`src/rtl/fft_out_serializer.sv`:
```
// fft_out_serializer: collects 8 groups of SIZE_GRP complex samples per
// frame into a ping-pong pair of banks and streams each completed frame
// out one sample per cycle in natural bin order over a valid/ready port.
module fft_out_serializer #(
  parameter int DATA_WD  = 16,
  parameter int SIZE_GRP = 8,
  localparam int CNT_W   = 3 + $clog2(SIZE_GRP)
) (
  input  logic                        clk,
  input  logic                        rst,
  input  logic                        grp_val_i,
  input  logic [2:0]                  grp_idx_i,
  input  logic [SIZE_GRP*DATA_WD-1:0] grp_dat_re_i,
  input  logic [SIZE_GRP*DATA_WD-1:0] grp_dat_im_i,
  output logic                        grp_rdy_o,
  output logic                        err_o,
  output logic                        val_o,
  input  logic                        rdy_i,
  output logic [DATA_WD-1:0]          fft_dat_re_o,
  output logic [DATA_WD-1:0]          fft_dat_im_o,
  output logic [CNT_W-1:0]            idx_o,
  output logic                        sof_o,
  output logic                        eof_o
);

  localparam int LANE_W = $clog2(SIZE_GRP);
  localparam int GRP_W  = SIZE_GRP * DATA_WD;
  localparam logic [CNT_W-1:0] LAST_IDX = '1;

  typedef enum logic [1:0] {
    BANK_EMPTY   = 2'd0,
    BANK_FILLING = 2'd1,
    BANK_FULL    = 2'd2
  } bank_st_e;

  // Bank state and pointers
  bank_st_e         bank_st_q [2];
  bank_st_e         bank_st_d [2];
  logic             wr_bank_q, wr_bank_d;
  logic             rd_bank_q, rd_bank_d;
  logic [2:0]       exp_grp_q, exp_grp_d;
  logic [CNT_W-1:0] rd_cnt_q, rd_cnt_d;
  // Set once sample 63 of rd_bank has been loaded into the output register;
  // from then on reads are fetched from the other bank so the next frame
  // can follow without a bubble, while rd_bank stays owned until 63 leaves.
  logic             drained_q, drained_d;

  // Registered outputs
  logic             err_q, err_d;
  logic             val_q, val_d;
  logic             sof_q, sof_d;
  logic             eof_q, eof_d;
  logic [DATA_WD-1:0] re_q, re_d;
  logic [DATA_WD-1:0] im_q, im_d;
  logic [CNT_W-1:0]   idx_q, idx_d;

  // Storage: one row per {bank, group}, a whole group wide
  logic [GRP_W-1:0] mem_re [16];
  logic [GRP_W-1:0] mem_im [16];

  logic             wr_en;
  logic [3:0]       wr_addr;
  logic             src_bank;
  logic [3:0]       rd_addr;
  logic [GRP_W-1:0] rd_row_re;
  logic [GRP_W-1:0] rd_row_im;
  logic [DATA_WD-1:0] rd_lane_re [SIZE_GRP];
  logic [DATA_WD-1:0] rd_lane_im [SIZE_GRP];
  logic [DATA_WD-1:0] rd_sel_re;
  logic [DATA_WD-1:0] rd_sel_im;

  logic grp_acc;
  logic grp_hit;
  logic out_load;
  logic xfer_last;
  logic src_full;

  assign grp_rdy_o = rst && (bank_st_q[wr_bank_q] != BANK_FULL);

  assign wr_addr   = {wr_bank_q, exp_grp_q};
  assign src_bank  = drained_q ? ~rd_bank_q : rd_bank_q;
  assign rd_addr   = {src_bank, rd_cnt_q[CNT_W-1 -: 3]};
  assign rd_row_re = mem_re[rd_addr];
  assign rd_row_im = mem_im[rd_addr];

  generate
    for (genvar gi = 0; gi < SIZE_GRP; gi++) begin : g_lane
      assign rd_lane_re[gi] = rd_row_re[gi*DATA_WD +: DATA_WD];
      assign rd_lane_im[gi] = rd_row_im[gi*DATA_WD +: DATA_WD];
    end
  endgenerate

  assign rd_sel_re = rd_lane_re[rd_cnt_q[LANE_W-1:0]];
  assign rd_sel_im = rd_lane_im[rd_cnt_q[LANE_W-1:0]];

  // Next-state: group write side, bank bookkeeping and output register load
  always_comb begin
    bank_st_d = bank_st_q;
    wr_bank_d = wr_bank_q;
    rd_bank_d = rd_bank_q;
    exp_grp_d = exp_grp_q;
    rd_cnt_d  = rd_cnt_q;
    drained_d = drained_q;
    val_d     = val_q;
    sof_d     = sof_q;
    eof_d     = eof_q;
    re_d      = re_q;
    im_d      = im_q;
    idx_d     = idx_q;

    // Write side: only the expected group is stored; anything else is dropped
    grp_acc = grp_val_i && grp_rdy_o;
    grp_hit = grp_acc && (grp_idx_i == exp_grp_q);
    wr_en   = grp_hit;
    err_d   = grp_acc && !grp_hit;
    if (grp_hit) begin
      exp_grp_d = exp_grp_q + 3'd1;
      if (exp_grp_q == 3'd7) begin
        bank_st_d[wr_bank_q] = BANK_FULL;
        wr_bank_d            = ~wr_bank_q;
      end else begin
        bank_st_d[wr_bank_q] = BANK_FILLING;
      end
    end

    // Read side: the bank is released only when its last sample leaves
    out_load  = !val_q || rdy_i;
    xfer_last = val_q && rdy_i && eof_q;
    src_full  = (bank_st_q[src_bank] == BANK_FULL);
    if (xfer_last) begin
      bank_st_d[rd_bank_q] = BANK_EMPTY;
      rd_bank_d            = ~rd_bank_q;
      drained_d            = 1'b0;
    end
    if (out_load) begin
      val_d = src_full;
      if (src_full) begin
        re_d     = rd_sel_re;
        im_d     = rd_sel_im;
        idx_d    = rd_cnt_q;
        sof_d    = (rd_cnt_q == '0);
        eof_d    = (rd_cnt_q == LAST_IDX);
        rd_cnt_d = rd_cnt_q + CNT_W'(1);
        if (rd_cnt_q == LAST_IDX) begin
          drained_d = 1'b1;
        end
      end else begin
        sof_d = 1'b0;
        eof_d = 1'b0;
      end
    end
  end

  // State and output registers with synchronous active-low reset
  always_ff @(posedge clk) begin
    if (!rst) begin
      bank_st_q[0] <= BANK_EMPTY;
      bank_st_q[1] <= BANK_EMPTY;
      wr_bank_q    <= 1'b0;
      rd_bank_q    <= 1'b0;
      exp_grp_q    <= '0;
      rd_cnt_q     <= '0;
      drained_q    <= 1'b0;
      err_q        <= 1'b0;
      val_q        <= 1'b0;
      sof_q        <= 1'b0;
      eof_q        <= 1'b0;
      re_q         <= '0;
      im_q         <= '0;
      idx_q        <= '0;
    end else begin
      bank_st_q[0] <= bank_st_d[0];
      bank_st_q[1] <= bank_st_d[1];
      wr_bank_q    <= wr_bank_d;
      rd_bank_q    <= rd_bank_d;
      exp_grp_q    <= exp_grp_d;
      rd_cnt_q     <= rd_cnt_d;
      drained_q    <= drained_d;
      err_q        <= err_d;
      val_q        <= val_d;
      sof_q        <= sof_d;
      eof_q        <= eof_d;
      re_q         <= re_d;
      im_q         <= im_d;
      idx_q        <= idx_d;
    end
  end

  // Group storage write; contents are never cleared, bank state guards reads
  always_ff @(posedge clk) begin
    if (wr_en) begin
      mem_re[wr_addr] <= grp_dat_re_i;
      mem_im[wr_addr] <= grp_dat_im_i;
    end
  end

  assign err_o        = err_q;
  assign val_o        = val_q;
  assign sof_o        = sof_q;
  assign eof_o        = eof_q;
  assign fft_dat_re_o = re_q;
  assign fft_dat_im_o = im_q;
  assign idx_o        = idx_q;

endmodule

```
`config.mk`:
```
export PLATFORM = sky130hd
export DESIGN_NAME = fft_out_serializer
export DESIGN_NICKNAME = d
export VERILOG_FILES = /design/src/rtl/fft_out_serializer.sv
export SDC_FILE = /design/constraint.sdc
export NUM_CORES = 2
export LEC_CHECK = 0
export CAP_MARGIN = 20
export CORE_MARGIN = 1
export CORE_UTILIZATION = 60
export CTS_CLUSTER_DIAMETER = 60
export DETAILED_ROUTE_END_ITERATION = 8
export PLACE_DENSITY = 0.79
export SETUP_SLACK_MARGIN = 0.4
export SYNTH_ARGS = -nofsm -noshare
export SYNTH_HDL_FRONTEND = slang
export SYNTH_SLANG_ARGS = --single-unit
```
`constraint.sdc`:
```
create_clock -name clk -period 61.5 [get_ports clk]
set_input_delay 9.225 -clock clk [delete_from_list [all_inputs] [get_ports clk]]
set_output_delay 9.225 -clock clk [all_outputs]
set_load 0.02 [all_outputs]
```
==> flow_summary.toml <==
[power_and_ir_drop]
irDropWorstVdd_mv = 0.0357
power.leakage_nw = 53.5
p_per_area_mw_per_mm2 = 31.5

[timing]
finalSetupViolCount = 0
rsz0062_at_grt = "no"
relSlewSlack = 0.0604
worst_slew_pin_slew_ns = 1.41
finalMaxSlewViolations = 0
fmax_mhz = 49.4
period_minus_slack_ns = 20.26
tns_ns = 0
fin_skew_ns = 0.0718
fin_crit_sh = 0.329
hold_viol = 0

[synthesis]
synth_area_mm2 = 0.160
synth_cell_type_count = 74
synth_warnings = 0
ys.flop_type = "edfxtp_1"
syn_area_per_cell_um2 = 21.7
ys_seq_elements = 4154
synth_common_cells = "edfxtp_1, mux4_2, mux2i_1, nand2_1, a221oi_1"
synth_top_area_cell = "edfxtp_1"
synthTopCellsByArea = "edfxtp_1, mux4_2, mux2i_1"
postSynthCellCount = 7352
yosysMostFrequentCell = "edfxtp_1"
ys_async_sr_fraction = 0
synth_edf_count = 4096
yosysSeqAreaShare = 0.777
synth_top_area_frac = 0.770
syn-num-nets = 7622

[clock_network]
numCtsBuffers = 402
htreeDepth = 5
clock_path_buffers = 4
cts-root-buf = "clkbuf_16"
insertion_delay_ns = 0.94
cts_setup_buffers = 0
cts_sinks = 4154
holdBufCountCts = 0
cts_tree = "built"
path_clk_slew_ns = 0.06
cts_resized = 0

[worst_setup_path]
required_ns = 52.28
r2r-start = "rd_cnt_q[4]$_SDFFE_PN0P_"
worst_setup_path_end_kind = "output port"
max_stage_delay_ns = 0.89
cp_common_cell = "clkdlybuf4s50_1"
crit_start = "rst"
rr_endpoint = "fft_dat_re_o[10]$_SDFFE_PN0P_"
crit_path_start_kind = "input port"
ff2ff_path_depth = 9
crit_fanout = 11
ff2ff_setup_slack_ns = 55.40
critPathKind = "in -> out"
worstPathArrival_ns = 11.03
cp_slowest_cell = "clkdlybuf4s50_1"
crit_chain = "clkdlybuf4s50_1 > o211a_1 > clkdlybuf4s50_1"

[layout]
drive_above_1_share = 0.200
final_nets = 8099
fin_util = 0.677
postLayoutCellArea_mm2 = 0.179
synthToLayoutAreaGrowth_pct = 12.4
fin_cells = 11700

[worst_hold_path]
worstHoldPathType = "reg -> reg"
whs_path_depth = 2
holdCritStartpoint = "idx_o[3]$_SDFFE_PN0P_"
min_to = "idx_o[3]$_SDFFE_PN0P_"

[floorplan]
io_pins = 306
start_util = 0.603
core_mm2 = 0.265
die_area_mm2 = 0.268
die_width_um = 518
die_h_um = 518
row_count = 189

[detailed_routing]
met3_length_um = 52900
routed.top_layer = "met5"
dr_wl_met2_um = 204000
firstDrtPassIters = 6
num_vias = 82400
post_drt_via_cell_ratio = 7.01
drt_iter0_drc = 12300
wire_per_inst_um = 36.2
wl_met1_um = 143000
route.detailed.drc = 0
final_antenna_net_count = 0
drt_wl_total_um = 425000

[placed_design]
portBuffers = 305
dp.cells = 11000
gp_congestion = 0.825
dpl_cell_area_mm2 = 0.166
hpwl_um = 227000

[global_routing]
grt_max_degree = 118
antenna_found_initial = 104
grt_pass1_vias = 83500
grtUsageTotal = 0.317
grt_overflow_total = 0
grt_pass1_wl_um = 602000

[job]
cap_violations = 0

[run_status]
status = "finished clean"
critical path: cells and delay by family:
kind / cells / cell delay (ns)
buf+inv: 2 / 1.50
compound gates: 1 / 0.30
cell families (layout without fill, tap and decap cells):
| kind of cell | after synthesis | count (layout) | share of synthesized area |
|---|---|---|---|
| DFF | 4154 | 4154 | 0.777 |
| muxes | 1351 | 1351 | 0.148 |
| AOI/OAI and AO/OA | 799 | 799 | 0.0363 |
| and+or+nand+nor | 599 | 599 | 0.0167 |
| buffers and inverters | 429 | 1237 | 0.0197 |
| xor gates and xnor gates | 13 | 13 | 0.000760 |
| adders and majority gates | 7 | 7 | 0.000548 |
| other | 0 | 50 | 0 |
area by class of cell:
type / count / area [um^2]
Antenna cell: 50 / 125
Clock buffer: 505 / 10800
Clock inverter: 230 / 2380
Fill cell: 15400 / 85400
Inverter: 9 / 36.3
Multi-Input combinational cell: 2769 / 32600
Sequential cell: 4154 / 124000
Tap cell: 3533 / 4420
Timing Repair Buffer: 493 / 4800
worst max-delay path by stage:
stage	to	slack, ns	cells past startpoint
2_1_floorplan	mem_im[0][0]$_DFFE_PP_	32.85	6
5_1_grt	grp_rdy_o	41.26	3
3_5_place_dp	grp_rdy_o	41.28	3
6_report	grp_rdy_o	41.24	3
3_3_place_gp	grp_rdy_o	41.25	3
4_1_cts	grp_rdy_o	41.27	3
metrics by stage:
stage,power [W],setup WS (ns),hold slack [ns]
global placement,0.00323,41.25,0.483
floorplan,0.00318,32.85,0.450
detailed placement,0.00323,41.28,0.483
finish,0.00564,41.24,0.488
global route,0.00576,41.26,0.506
CTS,0.00565,41.27,0.493
report_power, final:
| part | switching [W] | leakage [nW] | total, W | internal [W] |
|---|---|---|---|---|
| combinational | 0.0000428 | 9.80 | 0.0000605 | 0.0000177 |
| clock | 0.00105 | 6.41 | 0.00247 | 0.00143 |
| sequential | 0.000000618 | 37.3 | 0.00311 | 0.00311 |
sequential cells by signal, indices dropped and copies added (netlist names), 3 cells and up:
| name | cells |
|---|---|
| bank_st_q | 4 |
| fft_dat_re_o | 16 |
| mem_re | 2048 |
| mem_im | 2048 |
| fft_dat_im_o | 16 |
| rd_cnt_q | 6 |
| idx_o | 6 |
| exp_grp_q | 3 |
placed cells by master, fill, tap and decap left out, drive strengths merged, types with 8 or more instances in the layout:
| master | synthesis | routed |
|---|---|---|
| o22ai | 101 | 101 |
| bufinv | 0 | 42 |
| edfxtp | 4096 | 4096 |
| dfxtp | 58 | 58 |
| diode | 0 | 50 |
| nand4 | 26 | 26 |
| o21ai | 101 | 101 |
| mux4 | 807 | 807 |
| clkbuf | 113 | 505 |
| inv | 6 | 15 |
| clkinv | 3 | 155 |
| buf | 303 | 188 |
| a22oi | 63 | 63 |
| mux2i | 534 | 534 |
| a41oi | 13 | 13 |
| nand2 | 299 | 299 |
| nand2b | 11 | 11 |
| o211ai | 15 | 15 |
| nor4 | 14 | 14 |
| mux2 | 10 | 10 |
| a31oi | 37 | 37 |
| nor3 | 31 | 31 |
| a221o | 65 | 65 |
| o21a | 8 | 8 |
| and3 | 19 | 19 |
| o31ai | 13 | 13 |
| or2 | 8 | 8 |
| a21oi | 120 | 120 |
| nor2 | 91 | 91 |
| nand3 | 78 | 78 |
| nor2b | 8 | 8 |
| a221oi | 176 | 176 |
| a32oi | 23 | 23 |
| clkdlybuf4s50 | 0 | 305 |
| clkinvlp | 0 | 27 |
routing by layer:
metal  vias to the layer above  global-route usage
met5                         -                   0
met4                        72               0.172
met3                      1095              0.0752
met2                      6253               0.502
met1                     42800               0.410
li1                      32200                   -
(Power assumes the default switching activity.)
